<file path="config.mk">
export PLATFORM = sky130hd
export DESIGN_NAME = stream_frame_sequencer
export DESIGN_NICKNAME = d
export VERILOG_FILES = /design/src/rtl/stream_seq_pkg.sv /design/src/rtl/stream_skid_buffer.sv /design/src/rtl/stream_frame_sequencer.sv
export SDC_FILE = /design/constraint.sdc
export NUM_CORES = 1
export LEC_CHECK = 0
export CAP_MARGIN = 10
export CORE_UTILIZATION = 39
export DETAILED_ROUTE_END_ITERATION = 8
export HOLD_SLACK_MARGIN = 0.03
export PLACE_DENSITY = 0.8
export SLEW_MARGIN = 40
export SYNTH_ARGS = -nofsm -noshare
export SYNTH_HDL_FRONTEND = slang
export SYNTH_SLANG_ARGS = --single-unit
</file>
<file path="constraint.sdc">
create_clock -name bus_clk -period 2.35 [get_ports bus_clk]
set_input_delay 0.235 -clock bus_clk [delete_from_list [all_inputs] [get_ports bus_clk]]
set_output_delay 0.235 -clock bus_clk [all_outputs]
set_load 0.02 [all_outputs]
</file>
<file path="src/rtl/stream_seq_pkg.sv">
// Shared types and constants for the Xillybus frame sequencer.
// Each 32-bit stream word packs an even sample in LO and an odd sample in HI.
package stream_seq_pkg;

  localparam int FRAME_WORDS_DEF = 512;
  localparam int DATA_W_DEF      = 32;
  localparam int ADDR_W_DEF      = $clog2(FRAME_WORDS_DEF);

  localparam int SAMPLE_W = 16;
  localparam int LO_LSB   = 0;
  localparam int LO_MSB   = 15;
  localparam int HI_LSB   = 16;
  localparam int HI_MSB   = 31;

  typedef enum logic [2:0] {
    IDLE  = 3'd0,
    LOAD  = 3'd1,
    START = 3'd2,
    WAIT  = 3'd3,
    DRAIN = 3'd4
  } seq_state_e;

endpackage

</file>
<file path="src/rtl/stream_skid_buffer.sv">
// One-entry skid register between the result-buffer read port and the host FIFO.
// Handshake: a word moves when valid && ready on the same cycle; in_ready is low while the entry is held.
module stream_skid_buffer #(
  parameter int DATA_W = 32
) (
  input  logic              clk,
  input  logic              rst_n,
  input  logic              flush,
  input  logic              in_valid,
  input  logic [DATA_W-1:0] in_data,
  output logic              in_ready,
  output logic              out_valid,
  output logic [DATA_W-1:0] out_data,
  input  logic              out_ready
);

  logic              full_q, full_d;
  logic [DATA_W-1:0] data_q, data_d;

  always_comb begin
    full_d = full_q;
    data_d = data_q;
    if (full_q) begin
      if (out_ready) full_d = 1'b0;
    end else if (in_valid && !out_ready) begin
      full_d = 1'b1;
      data_d = in_data;
    end
    if (flush) full_d = 1'b0;
  end

  assign in_ready  = !full_q;
  assign out_valid = full_q || in_valid;
  assign out_data  = full_q ? data_q : in_data;

  always_ff @(posedge clk) begin
    if (!rst_n) begin
      full_q <= 1'b0;
      data_q <= '0;
    end else begin
      full_q <= full_d;
      data_q <= data_d;
    end
  end

endmodule

</file>
<file path="src/rtl/stream_frame_sequencer.sv">
// Gathers a frame from the host FIFO into the core input buffer, starts the core,
// and streams the result buffer back to the host FIFO once the core reports done.
module stream_frame_sequencer
  import stream_seq_pkg::*;
#(
  parameter int FRAME_WORDS = FRAME_WORDS_DEF,
  parameter int ADDR_W      = ADDR_W_DEF,
  parameter int DATA_W      = DATA_W_DEF
) (
  input  logic              bus_clk,
  input  logic              bus_rst_n,
  input  logic              quiesce,
  input  logic              in_empty,
  output logic              in_rden,
  input  logic [DATA_W-1:0] in_data,
  output logic              buf_wr_en,
  output logic [ADDR_W-1:0] buf_wr_addr,
  output logic [DATA_W-1:0] buf_wr_data,
  output logic              core_start,
  input  logic              core_done,
  output logic              res_rd_en,
  output logic [ADDR_W-1:0] res_rd_addr,
  input  logic [DATA_W-1:0] res_rd_data,
  input  logic              out_full,
  output logic              out_wren,
  output logic [DATA_W-1:0] out_data,
  output logic              busy,
  output logic [15:0]       frame_count
);

  localparam logic [ADDR_W-1:0] LAST_IDX = ADDR_W'(FRAME_WORDS - 1);

  seq_state_e        state_q, state_d;
  logic [ADDR_W-1:0] rd_idx_q, rd_idx_d;
  logic [ADDR_W-1:0] wr_idx_q, wr_idx_d;
  logic              rd_all_q, rd_all_d;
  logic              pend_q, pend_d;
  logic [15:0]       frame_count_q, frame_count_d;

  logic              rd_issue, wr_fire, flush;
  logic              skid_in_valid, skid_in_ready, skid_out_valid, skid_out_ready;
  logic [DATA_W-1:0] skid_out_data;

  // Both phases share one read index (issued reads) and one write index (landed words).
  assign skid_in_valid  = pend_q && (state_q == DRAIN);
  assign skid_out_ready = (state_q == DRAIN) && !out_full && !quiesce;

  always_comb begin
    state_d       = state_q;
    rd_idx_d      = rd_idx_q;
    wr_idx_d      = wr_idx_q;
    rd_all_d      = rd_all_q;
    frame_count_d = frame_count_q;
    in_rden       = 1'b0;
    buf_wr_en     = 1'b0;
    res_rd_en     = 1'b0;
    core_start    = 1'b0;
    out_wren      = 1'b0;
    rd_issue      = 1'b0;
    wr_fire       = 1'b0;

    unique case (state_q)
      IDLE: begin
        if (!quiesce && !in_empty) state_d = LOAD;
      end
      LOAD: begin
        in_rden   = !quiesce && !in_empty && !rd_all_q;
        buf_wr_en = pend_q;
        rd_issue  = in_rden;
        wr_fire   = buf_wr_en;
        if (buf_wr_en && (wr_idx_q == LAST_IDX)) state_d = START;
      end
      START: begin
        core_start = !quiesce;
        state_d    = WAIT;
      end
      WAIT: begin
        if (core_done) state_d = DRAIN;
      end
      DRAIN: begin
        res_rd_en = !quiesce && !out_full && !rd_all_q && skid_in_ready;
        out_wren  = skid_out_valid && skid_out_ready;
        rd_issue  = res_rd_en;
        wr_fire   = out_wren;
        if (out_wren && (wr_idx_q == LAST_IDX)) begin
          state_d       = IDLE;
          frame_count_d = frame_count_q + 16'd1;
        end
      end
      default: state_d = IDLE;
    endcase

    if (rd_issue) begin
      if (rd_idx_q == LAST_IDX) rd_all_d = 1'b1;
      else                      rd_idx_d = rd_idx_q + 1'b1;
    end
    if (wr_fire) wr_idx_d = (wr_idx_q == LAST_IDX) ? '0 : wr_idx_q + 1'b1;

    if (quiesce) state_d = IDLE;

    // Any phase change or abort restarts the counters and empties the skid entry.
    flush = quiesce || (state_d != state_q);
    if (flush) begin
      rd_idx_d = '0;
      wr_idx_d = '0;
      rd_all_d = 1'b0;
    end
    pend_d = rd_issue && !flush;
  end

  stream_skid_buffer #(.DATA_W(DATA_W)) u_skid (
    .clk       (bus_clk),
    .rst_n     (bus_rst_n),
    .flush     (flush),
    .in_valid  (skid_in_valid),
    .in_data   (res_rd_data),
    .in_ready  (skid_in_ready),
    .out_valid (skid_out_valid),
    .out_data  (skid_out_data),
    .out_ready (skid_out_ready)
  );

  assign buf_wr_addr = (state_q == LOAD) ? wr_idx_q : '0;
  assign buf_wr_data = in_data;
  assign res_rd_addr = (state_q == DRAIN) ? rd_idx_q : '0;
  assign out_data    = out_wren ? skid_out_data : '0;
  assign busy        = (state_q != IDLE);
  assign frame_count = frame_count_q;

  always_ff @(posedge bus_clk) begin
    if (!bus_rst_n) begin
      state_q       <= IDLE;
      rd_idx_q      <= '0;
      wr_idx_q      <= '0;
      rd_all_q      <= 1'b0;
      pend_q        <= 1'b0;
      frame_count_q <= '0;
    end else begin
      state_q       <= state_d;
      rd_idx_q      <= rd_idx_d;
      wr_idx_q      <= wr_idx_d;
      rd_all_q      <= rd_all_d;
      pend_q        <= pend_d;
      frame_count_q <= frame_count_d;
    end
  end

endmodule

</file>
==> results.yml <==
synth:
  synthFlopType: "dfxtp_1"
  ys_seq_area_share_pct: 36.00
  synth.cell_area_mm2: 0.004004
  yosys.area.top_type: "dfxtp_1"
  ys_top_cells_by_area: "dfxtp_1 36%, mux2i_1 8.5%, a21oi_1 8.1%"
  yosys.area_share.adder_pct: 1.563
  synthMuxAreaShare_pct: 8.500
  ys_warn_count: 0
  synth_xor_area_share_pct: 0.4375
  yosysUniqueCellTypes: 48
  synth.net_count: 587
  synth_top_family_by_area: "simple AND/OR/NAND/NOR gates"
  synthSimpleGateAreaFrac_pct: 28.31
  syn_inst: 512
  ys_top_cells_by_count: "75 x nand2_1, 72 x dfxtp_1, 65 x a21oi_1, 44 x nor2_1, 34 x mux2i_1"
  ys_ff_latch: 72
  synth-compound-area-share_pct: 15.28
  synth-edff-count: 0
  synth_top_area_share_pct: 36.00
  syn_area_per_cell_um2: 7.820
  synthArstFlopShare_pct: 0
  yosysMostFrequentCell: "nand2_1"
timing:
  setup_viol: 2
  relSlewSlack_pct: 61.83
  tightest_slew_ps: 571.2
  rsz0062_at_grt: "yes"
  fmax_mhz: 422.8
  finalCritPeriodShare_pct: 100.6
  period_needed_ps: 2365
  setup_slack_ps: -15.18
  skew_ps: 6.761
  hold_viol_final: 0
  report.final.slew_viol_count: 0
detailed_routing:
  routed_wl_um: 11020
  wire_per_inst_um: 14.65
  first_pass_iters: 5
  drc: 0
  drtIter0Drc: 142
  avgViaCountPerCell: 5.363
  num_vias: 4033
  postRouteAntennaNets: 0
worst_setup_path:
  crit_path_frequent_cell: "and3_4"
  reg2reg_depth: 10
  start_kind: "flip-flop"
  reg2reg_setup_slack_ps: -20
  cp_top_family: "simple AND/OR/NAND/NOR gates"
  crit_path_start: "wr_idx_q[1]"
  cp_slowest_cell: "or3_4"
  path_class: "flip-flop to flip-flop"
  worst_setup_path_end_kind: "flip-flop"
  reg2reg_to: "frame_count[7]"
  crit_path_max_fanout: 5
  path_buf_inv: 1
  crit_chain: "ha_4, and3_4, and3_4, and3_4, ha_4, o21a_1, nand4_1, buf_4, or3_4, a21oi_2"
  worst_ep_required_time_ps: 2630
  worstPathArrival_ps: 2650
  cp-endpoint: "frame_count[7]"
  reg2reg_from: "wr_idx_q[1]"
  max_stage_delay_ps: 380
  cp.depth: 10
cells_and_area:
  area_growth_pct: 39.87
  multi_input_area_mm2: 0.002272
  insertedDiodeCount: 0
  n_fill_cell: 893
  fin_cells: 752
  final_nets: 689
  fin_util_pct: 56.77
  drive_gt1_share_pct: 14.70
  seqCellArea_mm2: 0.001445
global_route:
  antenna_found_initial: 0
  grt_max_degree: 49
  grt_pass1_wl_um: 16890
  grt_overflow: 0
  first_global_vias: 3604
  grt_use_total_pct: 20.18
cts:
  cts_tree: "done"
  cts_buffers: 9
  htreeDepth: 3
  clock_latency_ps: 350
  path_clk_slew_ps: 80
  cts_root_buffer: "clkbuf_8"
  cts.sinks: 72
  clock_path_buffers: 2
worst_hold_path:
  hold_depth: 3
  hp-class: "primary input to flip-flop"
  hold_start: "res_rd_data[13]"
place:
  dpl.cell_count: 723
  port_buffers: 109
  place_hpwl_um: 7234
  place.gp.congestion: 0.8393
run:
  cap_violations: 0
pwr:
  pwr-share-seq_pct: 47.9
  intPower_uw: 1991
  p_total_uw: 2546
  combPwrFrac_pct: 6.0
  swShare_pct: 21.80
  p_per_area_mw_per_mm2: 454.7
  p_leak_uw: 0.002126
  pwr-share-clk_pct: 46.1
  ir_worst_vdd_uv: 308.0
  p_switching_uw: 555.2
die:
  dieWidth_um: 103.3
  start_util_pct: 40.59
  boundaryPins: 174
  die_area_mm2: 0.01068
  rows: 36
  core_area_mm2: 0.009864
  chipHeight_um: 103.3
outcome:
  outcome: "complete, but fails checks"
  violations: "negative setup slack"
layer usage:
layer  global-route usage, %  routed length [um]  vias to the layer above
li1                        -                   -                     1979
met1                   23.33                4513                     1893
met2                   35.49                5587                      132
met3                   5.578                 689                       29
met4                   7.692                 228                        0
met5                       0                   0                        -
layout make-up:
type                            instances  share of cell area, %
Sequential cell                        72                  25.80
Multi-Input combinational cell        368                  40.57
Clock inverter                          4                  1.340
Tap cell                              133                  2.971
Clock buffer                           12                  2.949
Inverter                                7                 0.4692
Timing Repair Buffer                  156                  25.89
what timing repair did:
action                                  in CTS  in global routing
endpoints found under the hold margin        0                  0
cloned                                       0                  1
endpoints found under the setup margin      70                 21
hold buffers                                 0                  0
pin swaps                                    3                 14
buffers inserted                             4                  8
gates resized for setup                     47                 26
cell usage in the layout, fill, tap and decap left out, types with 4 or more instances in the layout:
master	n
buf_4	41
a31oi_1	4
inv_1	7
or3_1	10
nand3_1	11
nor2_1	44
mux2i_1	34
o31ai_1	9
clkbuf_8	12
o21ai_0	15
a21oi_2	4
dlygate4sd2_1	32
nand4_1	7
clkdlybuf4s50_1	67
or4_1	12
nand4b_1	4
and2_1	21
dlymetal6s2s_1	7
nand2_1	75
nor3_1	6
dfxtp_1	69
a21oi_1	61
how the worst min path moves through the flow:
| stage | endpoint |
|---|---|
| 5_1_grt | u_skid.data_q[27] |
| 2_1_floorplan | state_q[0] |
| 3_5_place_dp | u_skid.data_q[12] |
| 3_3_place_gp | u_skid.data_q[22] |
| 6_report | u_skid.data_q[13] |
| 4_1_cts | u_skid.data_q[13] |
sequential cells by signal, summed over array words and instances (netlist names):
signal and flops:
rd_idx_q 9, u_skid.data_q 32, u_skid.full_q 1, pend_q 1, rd_all_q 1, frame_count 16
wr_idx_q 9, state_q 3
tightest hold or removal path, cell delays in order:
cell and delay (ps):
clkdlybuf4s50_1 420, nand2_1 60, a21oi_1 50
stage by stage:
stage	instance area [um2]	setup TNS [ps]	setup slack, ps	hold WS, ps
detailed placement	5181	-1072	-150.3	446.3
global placement	5181	-451.4	-65.16	441.2
floorplan	4004	0	42.39	339.8
global route	5600	-677.7	-117.8	436.3
finish	5600	-21.98	-15.18	451.3
CTS	5454	0	16.24	427.1
logic make-up after synthesis:
logic type,after synthesis
compound gates,109
xor+xnor,2
fa+ha+maj,5
buf+inv,72
flops,72
mux,34
simple gates,218
power by group through the flow:
stage | combinational, uW | clock (uW) | sequential (uW)
floorplan | 129 | 0 | 1250
global placement | 146 | 0 | 1250
detailed placement | 149 | 0 | 1250
CTS | 150 | 1200 | 1220
global route | 164 | 1260 | 1220
finish | 152 | 1170 | 1220
No activity file was read; power rests on OpenSTA's default activity.
==> variant, RTL diff (same settings) <==
`FRAME_WORDS_DEF`: 512 -> 256.
--- a/src/rtl/stream_seq_pkg.sv
+++ b/src/rtl/stream_seq_pkg.sv
@@ -4,3 +4,3 @@
 
-  localparam int FRAME_WORDS_DEF = 512;
+  localparam int FRAME_WORDS_DEF = 256;
   localparam int DATA_W_DEF      = 32;
Interface: changed (resized buf_wr_addr and res_rd_addr); port bits go from 174 to 172. The function was not compared with the original's and may differ.
==> variant against the original RTL <==
  * Count of clock-buffer cells in the layout is the same
  * Worst setup slack gained 160 ps
  * Sequential share of layout area grew 0.75 points
  * Synthesized cell count shrank 1.4%
  * Area after synthesis grew 2.1%
  * Register-to-register slack gained 290 ps
  * Clock skew grew 3.1 ps
  * Final area shrank 5.6%
  * Sequential cell count shrank 2
  * Cell count shrank 3.9%
  * Power shrank 5.0%
  * Routed wire length shrank 13%
  * Combinational power grew 6%
==> variant: results <==
{
  "status": "finished, final reports clean",
  "diodes": 0,
  "clk_latency_ps": 340,
  "cts-root-buf": "clkbuf_8",
  "synth_area_leaders": "dfxtp_1, mux2i_1, nand2_1, a21boi_0, buf_4",
  "drt-total-wl_um": 9530,
  "drtIter0Drc": 135,
  "num-nets-final": 655,
  "dpl.cell_count": 707,
  "post-dp-hpwl_um": 6880,
  "p_seq_mw": 1.19,
  "hold_class": "register to register",
  "synth_common_cells": "nand2_1, dfxtp_1, nor2_1, a21boi_0",
  "crit_family": "buffers and inverters",
  "stdcell_count": 723,
  "grt_max_degree": 50,
  "arrival_ps": 1970,
  "crit_path_top_delay_cell": "clkdlybuf4s50_1",
  "power_mw": 2.42,
  "clkPwrFrac": 0.443,
  "num_vias": 3600,
  "switching_power_mw": 0.515,
  "synthCells": 505,
  "path_max_fanout": 13,
  "max_slew_margin": 0.653,
  "max_flop_register": "u_skid.data_q",
  "grt_first_pass_wirelength_um": 15800,
  "cpPeakStageDelay_ps": 600,
  "yosysSeqAreaShare": 0.343,
  "finClkSkew_ps": 9.85,
  "ir_drop_uv": 285,
  "ys_types": 52,
  "synth_nets": 578,
  "first_global_vias": 3441,
  "post-cts-setup-buffers": 0,
  "layout-drive-gt1-share": 0.0869,
  "io_buffers": 107,
  "p_leak_nw": 1.92,
  "htreeDepth": 3,
  "dr.pass1.iters": 4,
  "finalWeightedCongestion": 0.825,
  "grt.total_usage": 0.177,
  "antenna_found_initial": 0
}
-- variant: repair_timing --
action,in CTS,in global routing
cloned,0,0
hold buffers,0,0
setup endpoints to repair,33,1
gates resized for setup,33,1
-- variant: area by class of cell --
class / instances / area, sq um
inverters: 12 / 45.0
flip-flops and latches: 70 / 1400
repair buffers: 126 / 1190
well taps: 136 / 170
clock buffers: 12 / 145
clock inverters: 4 / 70.1
fillers: 960 / 4940
multi-input cells: 363 / 2260
-- variant: kinds of logic after synthesis --
logic type      synth area share
flops                      0.343
fa+ha+maj                0.00919
buf+inv                    0.103
xor+xnor                  0.0536
simple gates               0.278
mux                       0.0808
compound gates             0.132
-- variant: metrics by stage --
| step | setup slack [ps] | area [sq um] | hold WS (ps) |
|---|---|---|---|
| after global placement | 109 | 5110 | 451 |
| after detailed placement | 64.6 | 5110 | 460 |
| after global routing | 29.9 | 5290 | 470 |
| final | 142 | 5290 | 465 |
| after CTS | 44.8 | 5280 | 467 |
| after floorplan | 494 | 4090 | 380 |
-- variant: per-layer routing --
| metal | global-route usage | part of all wire |
|---|---|---|
| met1 | 0.214 | 0.45 |
| met2 | 0.303 | 0.47 |
| met3 | 0.0414 | 0.064 |
| met4 | 0.0673 | 0.012 |
| met5 | 0 | 0 |
-- variant: worst reg2reg max path, stage by stage, from the launching register on --
cell and delay [ps]:
dfxtp_1 410, ha_1 310, nand4_1 410, o21a_1 350, o221ai_4 190, buf_4 210
nor2_1 70
-- variant: final timing paths --
| check | start | endpoint | slack, ps | depth (start not counted) |
|---|---|---|---|---|
| max | state_q[0] | buf_wr_addr[4] | 140 | 4 |
| min | u_skid.data_q[1] | u_skid.data_q[1] | 460 | 2 |
| max reg2reg | wr_idx_q[0] | rd_idx_q[0] | 270 | 6 |
| min reg2reg | u_skid.data_q[1] | u_skid.data_q[1] | 460 | 2 |
